`src/rtl/pipelined_adder_tree.sv`:
```
// Pipelined adder tree over 2**N_STAGE weighted synapse lanes, with a saturating
// accumulator that integrates time-multiplexed beats into one total per frame.
module pipelined_adder_tree #(
    parameter int N_STAGE = 5,
    parameter int W_IN    = 2,
    parameter int SIGNED  = 0,
    parameter int ACC_W   = 16
) (
    input  logic                         clk,
    input  logic                         rst_n,
    input  logic                         in_valid,
    input  logic                         in_last,
    input  logic [W_IN*(2**N_STAGE)-1:0] wx,
    input  logic                         clear,
    output logic                         tree_valid,
    output logic [W_IN+N_STAGE-1:0]      tree_sum,
    output logic                         acc_valid,
    output logic [ACC_W-1:0]             acc_out,
    output logic                         acc_sat
);
    localparam int N_IN      = 2**N_STAGE;
    localparam int W_T       = W_IN + N_STAGE;
    localparam bit IS_SIGNED = (SIGNED != 0);

    if (ACC_W < W_T) begin : g_badAccW
        $error("pipelined_adder_tree: ACC_W must be at least W_IN+N_STAGE");
    end

    logic [N_STAGE:1] r_valid;
    logic [N_STAGE:1] r_last;

    always_ff @(posedge clk) begin
        if (!rst_n) begin
            r_valid <= '0;
            r_last  <= '0;
        end else begin
            r_valid[1] <= in_valid;
            r_last[1]  <= in_valid & in_last;
            for (int s = 2; s <= N_STAGE; s++) begin
                r_valid[s] <= r_valid[s-1];
                r_last[s]  <= r_last[s-1];
            end
        end
    end

    // Each node widens by one bit so the pairwise sum is exact; data needs no reset
    // because every consumer is qualified by the matching valid bit.
    for (genvar s = 1; s <= N_STAGE; s++) begin : g_stage
        localparam int NL = N_IN >> s;
        localparam int WI = W_IN + s - 1;
        for (genvar k = 0; k < NL; k++) begin : g_node
            logic [WI-1:0] w_a;
            logic [WI-1:0] w_b;
            logic [WI:0]   r_sum;
            if (s == 1) begin : g_leaf
                assign w_a = wx[W_IN*(2*k)   +: W_IN];
                assign w_b = wx[W_IN*(2*k+1) +: W_IN];
            end else begin : g_inner
                assign w_a = g_stage[s-1].g_node[2*k].r_sum;
                assign w_b = g_stage[s-1].g_node[2*k+1].r_sum;
            end
            always_ff @(posedge clk) begin
                r_sum <= {IS_SIGNED & w_a[WI-1], w_a} + {IS_SIGNED & w_b[WI-1], w_b};
            end
        end
    end

    logic [W_T-1:0] w_treeSum;
    assign w_treeSum  = g_stage[N_STAGE].g_node[0].r_sum;
    assign tree_valid = r_valid[N_STAGE];
    assign tree_sum   = r_valid[N_STAGE] ? w_treeSum : '0;

    logic [ACC_W-1:0] r_acc;
    logic             r_frameSat;
    logic             w_treeSign;
    logic [ACC_W:0]   w_sumExt;
    logic [ACC_W-1:0] w_satSum;
    logic             w_clip;

    // One guard bit is enough: the tree sum always fits in ACC_W bits.
    assign w_treeSign = IS_SIGNED & w_treeSum[W_T-1];
    assign w_sumExt   = {IS_SIGNED & r_acc[ACC_W-1], r_acc}
                      + {{(ACC_W+1-W_T){w_treeSign}}, w_treeSum};

    always_comb begin
        w_clip   = 1'b0;
        w_satSum = w_sumExt[ACC_W-1:0];
        if (IS_SIGNED) begin
            if (w_sumExt[ACC_W] != w_sumExt[ACC_W-1]) begin
                w_clip   = 1'b1;
                w_satSum = w_sumExt[ACC_W] ? {1'b1, {(ACC_W-1){1'b0}}}
                                           : {1'b0, {(ACC_W-1){1'b1}}};
            end
        end else if (w_sumExt[ACC_W]) begin
            w_clip   = 1'b1;
            w_satSum = '1;
        end
    end

    // A flush wins over the beat arriving in the same cycle, last flag included.
    always_ff @(posedge clk) begin
        if (!rst_n) begin
            r_acc      <= '0;
            r_frameSat <= 1'b0;
            acc_valid  <= 1'b0;
            acc_out    <= '0;
            acc_sat    <= 1'b0;
        end else begin
            acc_valid <= 1'b0;
            if (clear) begin
                r_acc      <= '0;
                r_frameSat <= 1'b0;
            end else if (r_valid[N_STAGE]) begin
                if (r_last[N_STAGE]) begin
                    acc_out    <= w_satSum;
                    acc_sat    <= r_frameSat | w_clip;
                    acc_valid  <= 1'b1;
                    r_acc      <= '0;
                    r_frameSat <= 1'b0;
                end else begin
                    r_acc      <= w_satSum;
                    r_frameSat <= r_frameSat | w_clip;
                end
            end
        end
    end

endmodule

```
`config.mk`:
```
export PLATFORM = sky130hd
export DESIGN_NAME = pipelined_adder_tree
export DESIGN_NICKNAME = d
export VERILOG_FILES = /design/src/rtl/pipelined_adder_tree.sv
export SDC_FILE = /design/constraint.sdc
export NUM_CORES = 1
export LEC_CHECK = 0
export CAP_MARGIN = 20
export CELL_PAD_IN_SITES_DETAIL_PLACEMENT = 1
export CELL_PAD_IN_SITES_GLOBAL_PLACEMENT = 1
export CORE_MARGIN = 2
export CORE_UTILIZATION = 40
export DETAILED_ROUTE_END_ITERATION = 8
export GPL_TIMING_DRIVEN = 0
export PLACE_DENSITY = 0.71
export SYNTH_ARGS = -nofsm -noshare
export SYNTH_HDL_FRONTEND = slang
export SYNTH_SLANG_ARGS = --single-unit
export TNS_END_PERCENT = 30
```
`constraint.sdc`:
```
create_clock -name clk -period 2.3 [get_ports clk]
set_input_delay 0.345 -clock clk [delete_from_list [all_inputs] [get_ports clk]]
set_output_delay 0.345 -clock clk [all_outputs]
set_load 0.005 [all_outputs]
```
## Yosys cells after proc, flatten, opt, wreduce, memory -nomap -nowiden

Cells that the tools add are included.

| storage, ports and cells | value |
|---|---|
| flip-flop bits (word level) | 164 |
| latch bits | 0 |
| memory bits (writable) | 0 |
| ROM bits | 0 |
| bits of input ports | 69 |
| output and inout bits | 26 |
| word-level logic and storage cells | 84 |
| memories kept | 0 |

| cells by class | value |
|---|---|
| add/sub/neg operators | 32 |
| multipliers | 0 |
| div/mod/pow operators | 0 |
| order comparisons | 0 |
| eq/ne operators | 0 |
| shift-type cells | 0 |
| muxes and demuxes | 6 |
| bitwise operators | 5 |
| reduce and logical (&&, ||, !) cells | 3 |

Operator list:

| cell | number |
|---|---|
| adder 2 x 2 -> 3 bit | 16 |
| adder 3 x 3 -> 4 bit | 8 |
| two-way mux 16 bit | 2 |
| adder 4 x 4 -> 5 bit | 4 |
| adder 16 x 7 -> 17 bit | 1 |
| adder 5 x 5 -> 6 bit | 2 |
| adder 6 x 6 -> 7 bit | 1 |
| two-way mux 7 bit | 1 |
| two-way mux 1 bit | 3 |
| inverter 1 bit | 3 |
| AND reduction 3 bit | 1 |
| OR reduction 3 bit | 1 |
| OR reduction 2 bit | 1 |
| bitwise AND 1 bit | 1 |
| bitwise OR 1 bit | 1 |

## Logic depth before layout (Yosys ltp)

| logic depth | value |
|---|---|
| word-level depth | 4 |
| mapped depth | 8 |
| depth with buffers taken out | 8 |

## Worst setup path before layout

No wires, ideal clock.

| path | value |
|---|---|
| kind | register to register |
| start point | register g_stage[5].g_node[0].r_sum[0] |
| end point | register r_acc[15] |
| setup time | 0.123 ns |
| arrival | 1.954 ns |
| required time | 2.177 ns |
| setup slack | 0.223 ns |
| stages on the path, launching flop included | 9 |
| path buffers | 1 |
| period minus slack after synthesis | 2.077 ns |
| path through | dfxtp_1 ha_1 fa_1 a211oi_1 o211a_1 nor3_4 buf_6 a22oi_1 nand3_1 |

| on the way | value |
|---|---|
| cells in the longest elaborated chain, start to end | 3 |

RTL lines:

| item | line | RTL |
|---|---|---|
| from (decl) | 54 | `logic [WI:0] r_sum;` |
| from (signal assigned) | 63 | `r_sum <= {IS_SIGNED & w_a[WI-1], w_a} + {IS_SIGNED & w_b[WI-1], w_b};` |
| adder 16 x 7 -> 17 bit | 83 | `+ {{(ACC_W+1-W_T){w_treeSign}}, w_treeSum};` |
| two-way mux 16 bit | 94 | `end else if (w_sumExt[ACC_W]) begin` |
| two-way mux 16 bit | 114 | `if (r_last[N_STAGE]) begin` |
| to (signal assigned) | 121 | `r_acc <= w_satSum;` |
| to (decl) | 73 | `logic [ACC_W-1:0] r_acc;` |

Every way passes these cells.
A chain may end at the register's enable or synchronous reset.

## Final worst setup path

| path | value |
|---|---|
| start point | register r_valid[5] in the netlist's numbering |
| end point | output port tree_sum[0] |

| on the way | value |
|---|---|
| cells in the longest elaborated chain, start to end | 1 |

RTL lines:

| item | line | RTL |
|---|---|---|
| from (decl) | 29 | `logic [N_STAGE:1] r_valid;` |
| from (signal, indexed assignment) | 40 | `r_valid[s] <= r_valid[s-1];` |
| two-way mux 7 bit | 71 | `assign tree_sum = r_valid[N_STAGE] ? w_treeSum : '0;` |
| to (decl) | 16 | `output logic [W_IN+N_STAGE-1:0] tree_sum,` |

Every way passes these cells.

==> results.tsv <==
metric	value	unit
status	finished, final reports clean	
final.min_clock_period	2175	ps
vias_per_cell	4.848	
synthFlopType	dfxtp_1	
n_antenna_cell	0	
critPathCaptureType	primary output	
fin_crit_sh	94.57	%
insertion_delay	430	ps
postRouteWirelength	14.73	mm
start_util	41.27	%
ant_nets	0	
place.gp.congestion	0.8729	
drc_errors	0	
tightestPinTransition	614.1	ps
cp_max_fo	10	
die_x	135.3	um
drive_above_1_share	7.048	%
final_cell_mix	164 x dfxtp_1, 94 x clkdlybuf4s50_1, 79 x ha_1	
slew_viol_final	0	
maxCapViolations	0	
clock.fmax	459.8	MHz
die_area	0.01830	sq mm
critical_path_arrival	1830	ps
synth_edf_count	0	
num_vias	4712	
rows	47	
hold_class	flip-flop to flip-flop	
ys_seq_area_share	47.63	%
grt_start_max_net_pins	17	
cts_tree	yes	
fin_tns_setup	0	ps
numCtsBuffers	17	
grt_first_pass_wirelength	24.81	mm
io_pins	95	
drtIter0Drc	133	
numPortBuffers	94	
die-height	135.3	um
clock_sinks	164	
setup_viol	0	
setup_slack	124.9	ps
ys_ff_latch	164	
power_density	1071	mW/mm^2
ys_async_sr_fraction	0	%
final_hold_viol_count	0	
synth_cells	622	
cts_root_buf	clkbuf_16	
clk_pin_slew	60	ps
dpl_worst_slack	-158.3	ps
dp_cells	936	
synth_warnings	0	
grtUsageTotal	17.53	%
maxSlewHeadroom	59.06	%
ctsHtreeMaxLevel	4	
crit_type	flip-flop to primary output	
p_leak	4.000	nW
cts_buffer_depth	2	
syn_area	0.006893	sq mm
area_growth	27.86	%
nets	919	
clock_skew	12.66	ps
layout.cells.most_common	dfxtp_1	
ir_worst_vdd	0.0006804	V
fill_cells	1771	
start_kind	flip-flop	
grt_pass1_vias	5264	
worst_ep_required_time	1960	ps
gr-total-overflow	0	
avgSynthCellArea	11.08	sq um
antenna_found_initial	0	
ys_types	49	
coreArea	0.01670	sq mm
fin_cells	972	
dpl.hpwl	11.38	mm
grt_setup_unrepaired	no	
synth_nets	802	
drt-pass1-iter-count	6	
wl_per_cell	15.15	um
==> final timing paths <==
path / startpoint / end / slack [ps] / cells past startpoint
setup reg to reg: g_stage[5].g_node[0].r_sum[0] / r_acc[12] / 120 / 7
setup / recovery: r_valid[5] / tree_sum[0] / 120 / 4
hold / removal: r_last[3] / r_last[4] / 430 / 1
hold reg to reg: r_last[3] / r_last[4] / 430 / 1
==> state kept, by name, summed over array words and instances (netlist names) <==
register,flops
acc_valid,1
g_stage.g_node.r_sum,119
r_last,5
r_valid,5
acc_out,16
acc_sat,1
r_frameSat,1
r_acc,16
==> critical path, cell delays in order, from the launching register on <==
cell and delay [ps]:
dfxtp_1 380, buf_4 200, buf_4 190, and2_1 140
clkdlybuf4s50_1 500
==> repair_timing <==
item | 4_1_cts | 5_1_grt
hold buffers | 0 | 0
resized for setup | 5 | 5
setup buffers | 0 | 4
pin swaps | 0 | 3
endpoints found under the setup margin | 38 | 39
==> routing by layer <==
| layer | vias up | track usage (%) | routed length (um) |
|---|---|---|---|
| met3 | 21 | 4.826 | 555 |
| met4 | 0 | 5.787 | 272 |
| met1 | 2296 | 19.00 | 6031 |
| met5 | - | 0 | 0 |
| li1 | 2310 | - | - |
| met2 | 85 | 32.85 | 7870 |
==> layout make-up <==
cell class                      instances  area, sq um  share of cell area (%)
Multi-Input combinational cell        376         3313                   37.59
Sequential cell                       164         3283                   37.25
Timing Repair Buffer                   98        970.9                   11.02
Clock buffer                           20        466.7                   5.295
Tap cell                              220        275.3                   3.123
Inverter                               67        251.5                   2.853
Clock inverter                         12        176.4                   2.002
Buffer                                 15        76.32                  0.8660
==> cell families (layout without fill, tap and decap cells) <==
kind of cell	after synthesis	in the layout	share of synthesized area [%]
buffers and inverters	82	212	4.665
adder cells (fa/ha/maj)	111	111	23.63
AO/OA/AOI/OAI	126	126	11.18
flip-flops	164	164	47.63
AND/OR/NAND/NOR	104	104	8.441
XOR/XNOR	35	35	4.447
==> synthesized netlist by cell type (3+ instances only) <==
| library cell | count | share of area [%] |
|---|---|---|
| o211ai_1 | 3 | 0.33 |
| fa_1 | 32 | 9.3 |
| a21o_1 | 29 | 3.2 |
| dfxtp_1 | 164 | 48 |
| o21ai_1 | 7 | 0.51 |
| nor2_1 | 19 | 1.0 |
| a211oi_1 | 3 | 0.33 |
| and2_1 | 17 | 1.5 |
| xor2_1 | 7 | 0.89 |
| nor3_1 | 3 | 0.22 |
| nand4_1 | 4 | 0.36 |
| o21ai_0 | 29 | 2.1 |
| nand2_1 | 21 | 1.1 |
| clkbuf_1 | 8 | 0.44 |
| buf_2 | 3 | 0.22 |
| a21oi_1 | 41 | 3.0 |
| nor2b_1 | 8 | 0.73 |
| inv_1 | 67 | 3.6 |
| xnor2_1 | 28 | 3.6 |
| nand3_1 | 8 | 0.58 |
| nand2b_1 | 6 | 0.54 |
| o22a_1 | 3 | 0.38 |
| ha_1 | 79 | 14 |
==> where the power goes <==
part	switching, W	leakage (nW)	internal, W
logic	0.00128	2.32	0.00131
clock network	0.00112	0.312	0.00190
registers	0.000299	1.37	0.00352
==> metrics by stage <==
stage	utilization (%)	total power [W]	cell area (sq um)	hold WS (ps)
floorplan	-	0.005703	6893	411.9
global route	52.77	0.01014	8813	456.1
finish	52.77	0.009435	8813	433.2
CTS	52.50	0.009605	8768	440.4
detailed placement	48.55	0.006477	8109	427.4
global placement	48.55	0.006286	8109	416.3
No activity file was read; power rests on OpenSTA's default activity.
==> edit: new RTL, same flow settings <==
The parameter `SIGNED` goes from 0 to 1.
--- a/src/rtl/pipelined_adder_tree.sv
+++ b/src/rtl/pipelined_adder_tree.sv
@@ -3,7 +3,7 @@
 module pipelined_adder_tree #(
     parameter int N_STAGE = 5,
     parameter int W_IN    = 2,
-    parameter int SIGNED  = 0,
+    parameter int SIGNED  = 1,
     parameter int ACC_W   = 16
 ) (
     input  logic                         clk,
Function: changed (Yosys sat finds a counterexample within 10 cycles, from zero or initial values and one cycle with rst_n low).
==> edit against the unedited design <==
  * Sequential share of layout area down 6.8 points
  * Synthesized area up 19%
  * Sequential cell count unchanged
  * Maximum frequency down 10%
  * Routed wire length up 23%
  * Non-clock buffer count up 27
  * Power up 15%
  * The run now ends with setup timing left
  * First-iteration DRC count up 11%
  * Via count up 26%
  * Critical path depth up 6
  * Setup slack worse by 240 ps
  * Clock skew up 1.4 ps
  * Core utilization up 0.62 points
  * Design area up 23%
==> edit: results (changes against the unedited design) <==
stage	metric	value	unit	change
yosys	syn_nets	993		+24%
outcome	violations	setup timing		
cells_and_area	fin_nets	1133		+23%
sta	tightestPinTransition	712	ps	+98.3 ps
placed_design	dp_slack	-579	ps	-421 ps
routing	dr_total_vias	5935		+26%
cells_and_area	n_all_inverters	145		+120%
cells_and_area	finalNonFillerCells	1211		+25%
global_route	met2_usage	31.7	%	-1.2 points
yosys	synth_area_leaders	dfxtp_1, ha_1, fa_1		
cells_and_area	buffers	140		+24%
critical_path	crit_family	simple AND/OR/NAND/NOR gates		
cells_and_area	clock_area_share	5.64	%	-1.7 points
cells_and_area	multi_input_area	4700	µm²	+42%
worst_hold_path	worstHoldStart	r_valid[2]		
cells_and_area	final-seq-area	3290	µm²	+0.23%
critical_path	cp_max_fo	7		-3
power_and_ir_drop	peakVddDrop	0.000509	V	-25%
cells_and_area	drive_gt1_share	15.6	%	+8.6 points
critical_path	r2r_cells	10		+3
sta	fin_hold_ws	438	ps	+4.82 ps
outcome	status	complete, but fails checks		
sta	fin_setup_tns	-1160	ps	-1160 ps
sta	post-route-worst-setup-slack	-119	ps	-244 ps
critical_path	slowest_stage	dfxtp_4		
cells_and_area	buf_share	12.2	%	+0.32 points
yosys	ys_types	67		+37%
clock_tree	cts_setup_buffers	11		+11
sta	finalClockSkew	14.1	ps	+1.44 ps
critical_path	r2r_start	g_stage[5].g_node[0].r_sum[6]		
global_route	grt_pass1_vias	6317		+20%
placed_design	placed_area	9510	µm²	+17%
critical_path	crit-reg2reg-capture	r_frameSat		
clock_tree	cts-resized-gates	51		+46
global_route	use_met3	3.67	%	-1.2 points
placed_design	dpl.hpwl	12800	µm	+12%
cells_and_area	stdcell_area	10800	µm²	+23%
routing	drt_pass1_iterations	4		-2
yosys	yosysSeqAreaShare	39.9	%	-7.8 points
global_route	grt_pass1_wl	29600	µm	+19%
sta	setup_violations	30		+30
routing	drt_iter0_drc	147		+11%
floorplan	die_area	21700	µm²	+19%
edit: changes by cell type after synthesis, moves of 9 or more:
| cell | before | now |
|---|---|---|
| fa_1 | 32 | 48 |
| mux2_2 | 0 | 12 |
| ha_1 | 79 | 88 |
| o21ai_0 | 29 | 11 |
| a21o_1 | 29 | 16 |
| inv_1 | 67 | 145 |
| nand2_1 | 21 | 39 |
| o211ai_1 | 3 | 15 |
| a21oi_1 | 41 | 25 |
edit: logic make-up (layout without fill, tap and decap cells):
| family | Yosys count | after routing | synth area share [%] |
|---|---|---|---|
| flip-flops | 164 | 164 | 39.9 |
| buffers and inverters | 164 | 317 | 7.75 |
| adder cells (fa/ha/maj) | 136 | 136 | 25.0 |
| AO/OA/AOI/OAI | 134 | 134 | 12.3 |
| AND/OR/NAND/NOR | 141 | 141 | 9.42 |
| XOR/XNOR | 36 | 36 | 3.83 |
| multiplexers | 13 | 13 | 1.76 |
edit: per-layer routing:
metal  vias up  part of all wire, %  wire length [µm]
li1       2880                    -                 -
met1      2922                   40              7340
met2       100                   54              9790
met3        33                  2.7               498
met4         0                  2.8               516
met5         -                    0                 0
edit: worst max-delay path by stage:
stage                                              from           to  slack, ps  cells after the start
after global routing      g_stage[5].g_node[0].r_sum[6]    r_acc[15]       -220                     10
final                     g_stage[5].g_node[0].r_sum[6]   r_frameSat       -120                     10
after detailed placement  g_stage[5].g_node[0].r_sum[6]  acc_out[13]       -580                      8
after floorplan                                r_acc[0]   acc_out[5]          6                      9
after global placement    g_stage[5].g_node[0].r_sum[6]  acc_out[13]       -600                      8
after CTS                 g_stage[5].g_node[0].r_sum[6]   r_frameSat        -90                     10
edit: power breakdown:
group | internal, µW | leakage (µW) | switching (µW)
clock | 1570 | 0.000300 | 1310
sequential | 3540 | 0.00137 | 311
combinational | 2010 | 0.00303 | 2160
